`config.mk`:
```
export PLATFORM = sky130hd
export DESIGN_NAME = alu_serial_ctrl
export DESIGN_NICKNAME = d
export VERILOG_FILES = /design/src/rtl/alu_serial_ctrl.sv
export SDC_FILE = /design/constraint.sdc
export NUM_CORES = 1
export LEC_CHECK = 0
export ABC_AREA = 1
export BUFFER_PORTS_ARGS = -buffer_cell sky130_fd_sc_hd__buf_4
export CORE_ASPECT_RATIO = 1.25
export CORE_MARGIN = 5
export CORE_UTILIZATION = 50
export CTS_BUF_LIST = sky130_fd_sc_hd__clkbuf_4 sky130_fd_sc_hd__clkbuf_8 sky130_fd_sc_hd__clkbuf_16
export CTS_CLUSTER_SIZE = 28
export DETAILED_ROUTE_END_ITERATION = 10
export PLACE_DENSITY = 0.74
export SYNTH_ARGS = -nofsm -noshare
export SYNTH_HDL_FRONTEND = slang
export SYNTH_SLANG_ARGS = --single-unit
```
`constraint.sdc`:
```
create_clock -name clk -period 4.63 [get_ports clk]
set_clock_uncertainty 0.15 [all_clocks]
set_input_delay 0.2315 -clock clk [delete_from_list [all_inputs] [get_ports clk]]
set_output_delay 0.2315 -clock clk [all_outputs]
set_load 0.1 [all_outputs]
```
`src/rtl/alu_serial_ctrl.sv`:
```
// alu_serial_ctrl
// Bit-serial ALU sequencer: takes one full-width operation through a
// start/done handshake and walks a single 1-bit ALU slice across the
// operands LSB first, with a carry flop linking consecutive bits and an
// extra fix-up cycle that turns the MSB sum into a set-less-than result.

module alu_serial_ctrl #(
  parameter int WIDTH = 32
) (
  input  logic             clk,
  input  logic             reset,
  input  logic             start,
  input  logic [2:0]       alu_op,
  input  logic [WIDTH-1:0] a,
  input  logic [WIDTH-1:0] b,
  output logic             busy,
  output logic             done,
  output logic [WIDTH-1:0] result,
  output logic             zero,
  output logic             carry_out,
  output logic             overflow
);

  // Bit counter only ever needs to reach WIDTH-1; it is compared, not wrapped.
  localparam int CW = (WIDTH > 2) ? $clog2(WIDTH) : 1;
  localparam logic [CW-1:0] LAST_BIT = CW'(WIDTH - 1);

  // Sequencer states.
  localparam logic [1:0] IDLE = 2'd0;
  localparam logic [1:0] RUN  = 2'd1;
  localparam logic [1:0] SLT  = 2'd2;
  localparam logic [1:0] DONE = 2'd3;

  logic [1:0]       state;
  logic [1:0]       nextState;
  logic [CW-1:0]    count;
  logic [WIDTH-1:0] aSh;
  logic [WIDTH-1:0] bSh;
  logic [2:0]       opReg;
  logic             carry;
  logic [WIDTH-1:0] resultSh;
  logic             msbSum;
  logic             zeroReg;
  logic             carryOutReg;
  logic             overflowReg;

  logic             ai;
  logic             bi;
  logic             sumBit;
  logic             carryNext;
  logic             outBit;
  logic             lastBit;
  logic [WIDTH-1:0] shiftedResult;

  // One-bit ALU slice fed from the bottom of the operand shift registers;
  // op bit 2 inverts b so that SUB and SLT form a + ~b + 1.
  always_comb begin
    ai            = aSh[0];
    bi            = bSh[0] ^ opReg[2];
    sumBit        = ai ^ bi ^ carry;
    carryNext     = (ai & bi) | (carry & (ai ^ bi));
    outBit        = 1'b0;
    case (opReg[1:0])
      2'b00:   outBit = ai & bi;
      2'b01:   outBit = sumBit;
      2'b10:   outBit = ai | bi;
      default: outBit = 1'b0;
    endcase
    shiftedResult = {outBit, resultSh[WIDTH-1:1]};
    lastBit       = (state == RUN) && (count == LAST_BIT);
  end

  // Next-state selection: SLT ops take one extra cycle to place the sign bit.
  always_comb begin
    nextState = state;
    case (state)
      IDLE: if (start) nextState = RUN;
      RUN: begin
        if (lastBit) begin
          nextState = (opReg[1:0] == 2'b11) ? SLT : DONE;
        end
      end
      SLT:     nextState = DONE;
      DONE:    nextState = IDLE;
      default: nextState = IDLE;
    endcase
  end

  // State register; reset aborts any operation in flight.
  always_ff @(posedge clk or posedge reset) begin
    if (reset) begin
      state <= IDLE;
    end else begin
      state <= nextState;
    end
  end

  // Operand/result shift registers, carry flop and bit counter.
  always_ff @(posedge clk or posedge reset) begin
    if (reset) begin
      count    <= '0;
      aSh      <= '0;
      bSh      <= '0;
      opReg    <= '0;
      carry    <= 1'b0;
      resultSh <= '0;
      msbSum   <= 1'b0;
    end else begin
      case (state)
        IDLE: begin
          if (start) begin
            aSh      <= a;
            bSh      <= b;
            opReg    <= alu_op;
            carry    <= alu_op[2];
            count    <= '0;
            resultSh <= '0;
          end
        end
        RUN: begin
          resultSh <= shiftedResult;
          aSh      <= aSh >> 1;
          bSh      <= bSh >> 1;
          carry    <= carryNext;
          if (lastBit) begin
            msbSum <= sumBit;
          end else begin
            count <= count + CW'(1);
          end
        end
        SLT: begin
          resultSh <= {{(WIDTH-1){1'b0}}, msbSum};
        end
        default: begin
        end
      endcase
    end
  end

  // Status flags are loaded on the edge that enters DONE and then held, so
  // they stay stable until the next operation completes. Overflow compares
  // the carry into the MSB with the carry out of it, for ADD/SUB only.
  always_ff @(posedge clk or posedge reset) begin
    if (reset) begin
      zeroReg     <= 1'b0;
      carryOutReg <= 1'b0;
      overflowReg <= 1'b0;
    end else if (lastBit && (opReg[1:0] != 2'b11)) begin
      zeroReg     <= (shiftedResult == '0);
      carryOutReg <= carryNext;
      overflowReg <= (opReg[1:0] == 2'b01) ? (carry ^ carryNext) : 1'b0;
    end else if (state == SLT) begin
      zeroReg     <= ~msbSum;
      carryOutReg <= carry;
      overflowReg <= 1'b0;
    end
  end

  assign busy      = (state == RUN) || (state == SLT);
  assign done      = (state == DONE);
  assign result    = resultSh;
  assign zero      = zeroReg;
  assign carry_out = carryOutReg;
  assign overflow  = overflowReg;

endmodule

```
# [Word level (Yosys, flattened, before mapping)]
# Index checks and enable logic that the tools add are counted.
[word_totals] ff_bits=111 inputBits=70 output_inout_bits=37 word_cells=70
[classes] add_sub_neg=1 n_eq_ne=11 mux=23 bitwise_logic=9 n_reduce_logical=15
[op_table] operator="$pmux W32 S2" count=2
[op_table] operator="$mux W32" count=3
[op_table] operator="$pmux W32 S3" count=1
[op_table] operator="$logic_not A32 Y1" count=1
[op_table] operator="$mux W5" count=2
[op_table] operator="$pmux W5 S2" count=1
[op_table] operator="$reduce_and A2 Y1" count=5
[op_table] operator="$mux W1" count=9
[op_table] operator="$eq A2 B2 Y1 const B" count=4
[op_table] operator="$ne A2 B2 Y1 const B" count=4
[op_table] operator="$pmux W2 S4" count=1
[op_table] operator="$add A5 B1 Y5 const B" count=1
[op_table] operator="$eq A5 B5 Y1 const B" count=1
[op_table] operator="$eq A2 B1 Y1 const B" count=2
[op_table] operator="$logic_not A2 Y1" count=2
[op_table] operator="$mux W2" count=2
[op_table] operator="$reduce_bool A2 Y1" count=2
[op_table] operator="$xor A1 B1 Y1" count=4
[op_table] operator="$pmux W1 S3" count=1
[op_table] operator="$reduce_and A3 Y1" count=1
[op_table] operator="$reduce_bool A3 Y1" count=1
[op_table] operator="$and A1 B1 Y1" count=2
[op_table] operator="$logic_and A1 B1 Y1" count=2
[op_table] operator="$or A1 B1 Y1" count=2
[op_table] operator="3 further kinds" count=3

# [Longest topological paths before layout]
[depth] ltp_word=7 mapped_depth=10 ltp_nobuf=10

# [Least setup slack after synthesis]
# No wires, ideal clock.
[synth_path] path_kind="reg2reg" from="register state[1]" to="register resultSh[10], in the netlist result[10]" setup_ps=138 arrival_ps=2029 required_time_ps=4342 path_slack_ps=2313 stages_incl_launch_ff=7 n_path_buf=1 synth_period_minus_slack_ps=2317 cell_sequence="dfrtp_1 > inv_1 > ha_1 > inv_1 > o21ai_1 > buf_2 > o22ai_1"
[synth_via] elab_chain_cells=3 word_cells_on_any_way=7 classes_between="eq/ne: 3; mux: 1; reduce/logical: 3"
[synth_lines] element="start: declaration" line_no="34" source="logic [1:0] state;"
[synth_lines] element="start signal: assignment" line_no="94" source="state <= nextState;"
[synth_lines] element="$eq A2 B1 Y1 (tied with other cells)" line_no="109" source="case (state)"
[synth_lines] element="$reduce_bool A3 Y1 (no line) or $ne A2 B2 Y1 (tied branches)"
[synth_lines] element="$reduce_and A2 Y1 (no line)"
[synth_lines] element="end signal: assignment" line_no="121" source="resultSh <= shiftedResult;"
[synth_lines] element="end signal: assignment" line_no="132" source="resultSh <= {{(WIDTH-1){1'b0}}, msbSum};"
[synth_lines] element="end: declaration" line_no="41" source="logic [WIDTH-1:0] resultSh;"
# Several ways; a longest one is shown, not always the timed one.
# A chain may end at the register's enable or synchronous reset.

# [Worst setup path in the final report]
[layout_path] from="register state[1]" to="register resultSh[8], in the netlist result[8]"
# The elaborated chain is that of the path after synthesis.

==> Implementation_results.wiki <==
{| class="wikitable"
! Metric !! Value
|-
| Part of the cycle the worst path needs || 66.7%
|-
| Initial core utilization || 50.6%
|-
| Gp weighted congestion || roughly 0.78
|-
| Total GRT Usage || 20.0%
|-
| Commonest register cell after synthesis || dfrtp_1
|-
| Post-synth design cell area || slightly above 5000 um2
|-
| Worst-path cell with the longest stage delay || nand3_1
|-
| Iter 0 DRT Violations || 219
|-
| Largest net degree at the start of global routing || 96
|-
| Buf+Inv Stages, Crit Path || 2
|-
| Leading cell types in the layout, fill and taps excluded || nand2_1, dfrtp_1, buf_4
|-
| Final sum of negative setup slack || 0 ns
|-
| Detailed-routing wirelength on met1 || a little under 5000 um
|-
| CTS tree || yes
|-
| Antenna diodes || 0
|-
| DPL Wire Length || roughly 7400 um
|-
| Total count of hold-check failures in the final report || 0
|-
| Max-cap viol count || 0
|-
| Peak VDD IR || 372 uV
|-
| Number of global-route vias before repair || 4241
|-
| Cell-by-cell listing of the critical path || inv_1 -> ha_2 -> buf_4 -> nand3_1 -> o22ai_1
|-
| Maximum root-to-sink buffer count || 2
|-
| Number of instances in the synthesized netlist || 582
|-
| Run status || finished clean
|-
| Area of the die || 12200 um2
|-
| Row Count || 41
|-
| Clock root buffer || clkbuf_16
|-
| Worst setup path class || flop to flop
|-
| Hold crit path type || input pin to flop
|-
| Total wire length after detailed routing || 11500 um
|-
| Final Critical Period || approximately 3.1 ns
|-
| Worst Path Max Fanout || 89
|-
| Sequential-to-total area share from yosys stat || a little over half
|-
| Maximum clock rate || ~320 MHz
|-
| Normalized max-slew margin || 17.6%
|-
| Critical Path RT || 4.70 ns
|-
| Startpoint Class || flop
|-
| Number of gates given a new drive strength after cts || 0
|-
| Reg clk slew, reported paths || 0.07 ns
|-
| EDFF count, synth || 0
|-
| Routed vias/inst || ~5.2
|-
| Remaining antenna violation count || 0
|-
| Chip Height || 122 um
|-
| Async set-or-reset flop fraction in the synthesized netlist || 100%
|-
| DIE WIDTH || 100 um
|-
| Iteration count of the initial detailed-routing pass || 4
|-
| I/O Pins || 107
|-
| Top metal layer carrying routed signals || met4
|-
| Vias post-DR || 4347
|-
| Clock H-tree levels || 3
|-
| Initial antenna violation count || 0
|-
| Most frequent standard cell in the layout excluding fill and tap cells || nand2_1
|-
| Setup Viol. Count Final || 0
|-
| Num CTS Buffers || 9
|-
| Synthesized area per cell || 8.69 um2
|-
| CTS Sinks || 111
|-
| Worst skew pair latency || 0.35 ns
|-
| Total Nets Final || 776
|-
| Area growth, synth to finish || 29.3%
|-
| Endpoint class of the critical path || flop
|-
| Routed length per instance || 13.9 um
|-
| Overflow left after global routing || 0
|-
| Wire length of the first global-routing pass || between 15000 and 20000 um
|-
| Post-synthesis register bit count || 111
|-
| Delay of the slowest cell on the worst path || 0.99 ns
|-
| Number of distinct library cells after synthesis || 26
|-
| Top area cells in the synthesized netlist || dfrtp_1, nand2_1, inv_1, a31oi_1, nor2_1
|-
| Data arrival time of the critical path || 3.16 ns
|-
| Family with the most delay on the worst path || simple AND/OR/NAND/NOR gates
|-
| Total power of the final layout || 4.13 mW
|-
| Number of warning messages in the yosys log || 0
|-
| Worst Max-Slew Pin Slew || 1.24 ns
|-
| WL met3 || 620 um
|-
| Post-synth top area cell || dfrtp_1
|-
| Share of cells above drive strength 1 || 19.2%
|-
| Area share of the largest cell type after synthesis || 54.9%
|-
| Post-CTS repair timing setup buffer count || 0
|-
| Net count of the mapped netlist || ~660
|-
| Leakage power figure || 3.10 nW
|-
| Unrepaired setup endpoints after global routing || no
|-
| Number of slew-limit violations in the final report || 0
|-
| Port Buf Inserts || roughly 110
|-
| Ratio of total power to cell area || 631 nW/um2
|-
| Hold-fix buffers at CTS || 29
|-
| Met2 Routed Length || 5730 um
|-
| DRC violations left || 0
|-
| Area of the core region || 10000 um2
|-
| Core occupancy in the finished layout || 65.4%
|}
## where the power goes
| group | internal (mW) | leakage, nW | switching (mW) |
|---|---|---|---|
| logic | 0.568 | 1.57 | 1.19 |
| clock network | 0.550 | 0.165 | 0.339 |
| registers | 1.31 | 1.37 | 0.168 |
## metal layers
metal  vias to the layer above  GRT usage (%)
li1                       2144              -
met4                         0           8.20
met5                         -              0
met3                        22           3.18
met1                      2060           26.0
met2                       121           33.4
## area by class of cell
| type | instances | area (um2) |
|---|---|---|
| Clock buffer | 11 | 246 |
| Inverter | 73 | 277 |
| Timing Repair Buffer | 138 | 1120 |
| Multi-Input combinational cell | 364 | 1850 |
| Tap cell | 129 | 161 |
| Sequential cell | 111 | 2780 |
| Fill cell | 826 | 3460 |
| Clock inverter | 5 | 105 |
## logic make-up after synthesis
| kind of cell | count (synthesis) | share of synthesized area, % |
|---|---|---|
| adders and majority gates | 9 | 2.37 |
| buffers and inverters | 107 | 8.76 |
| DFF | 111 | 54.9 |
| muxes | 2 | 0.445 |
| xor gates and xnor gates | 1 | 0.173 |
| AOI/OAI and AO/OA | 140 | 17.1 |
| and+or+nand+nor | 212 | 16.3 |
## metrics by stage
step / hold WS [ns] / setup slack (ns) / area (um2) / std cells
6_report: 0.00420 / 1.54 / 6540 / 831
5_1_grt: 0.00486 / 1.22 / 6540 / 831
4_1_cts: 0.000246 / 1.58 / 6540 / 831
3_5_place_dp: 0.302 / 1.61 / 5900 / 786
3_3_place_gp: 0.295 / 1.77 / 5900 / 786
2_1_floorplan: 0.202 / 1.32 / 5060 / 582
## final timing paths
kind,start,to,slack (ns),cells after the start
max,state[1],result[8],1.54,5
min,b[1],bSh[1],0.004,3
max reg2reg,state[1],result[8],1.54,5
min reg2reg,count[4],count[4],0.36,1
max in group asynchronous,reset,aSh[17],2.78,4
min in group asynchronous,reset,result[23],0.47,3
## registers in the layout, summed over array words and instances (netlist names)
signal / flops
aSh: 32
bSh: 32
result: 32
count: 5
opReg: 3
state: 2
carry: 1
carry_out: 1
msbSum: 1
overflow: 1
zero: 1
## worst reg2reg max path, cell delays in order (launching register included)
cell and delay, ns:
dfrtp_1 0.43, inv_1 0.10, ha_2 0.19, buf_4 0.65, nand3_1 0.99, o22ai_1 0.45
## cell usage after synthesis (8+ instances only)
library cell / instances
nand3_1: 8
o21ai_0: 31
inv_1: 72
dfrtp_1: 111
buf_2: 12
a31oi_1: 41
ha_1: 8
nor2_1: 68
a21oi_1: 8
nand2_1: 131
clkbuf_1: 14
o211ai_1: 23
o22ai_1: 32
No activity file was read; power rests on OpenSTA's default activity.
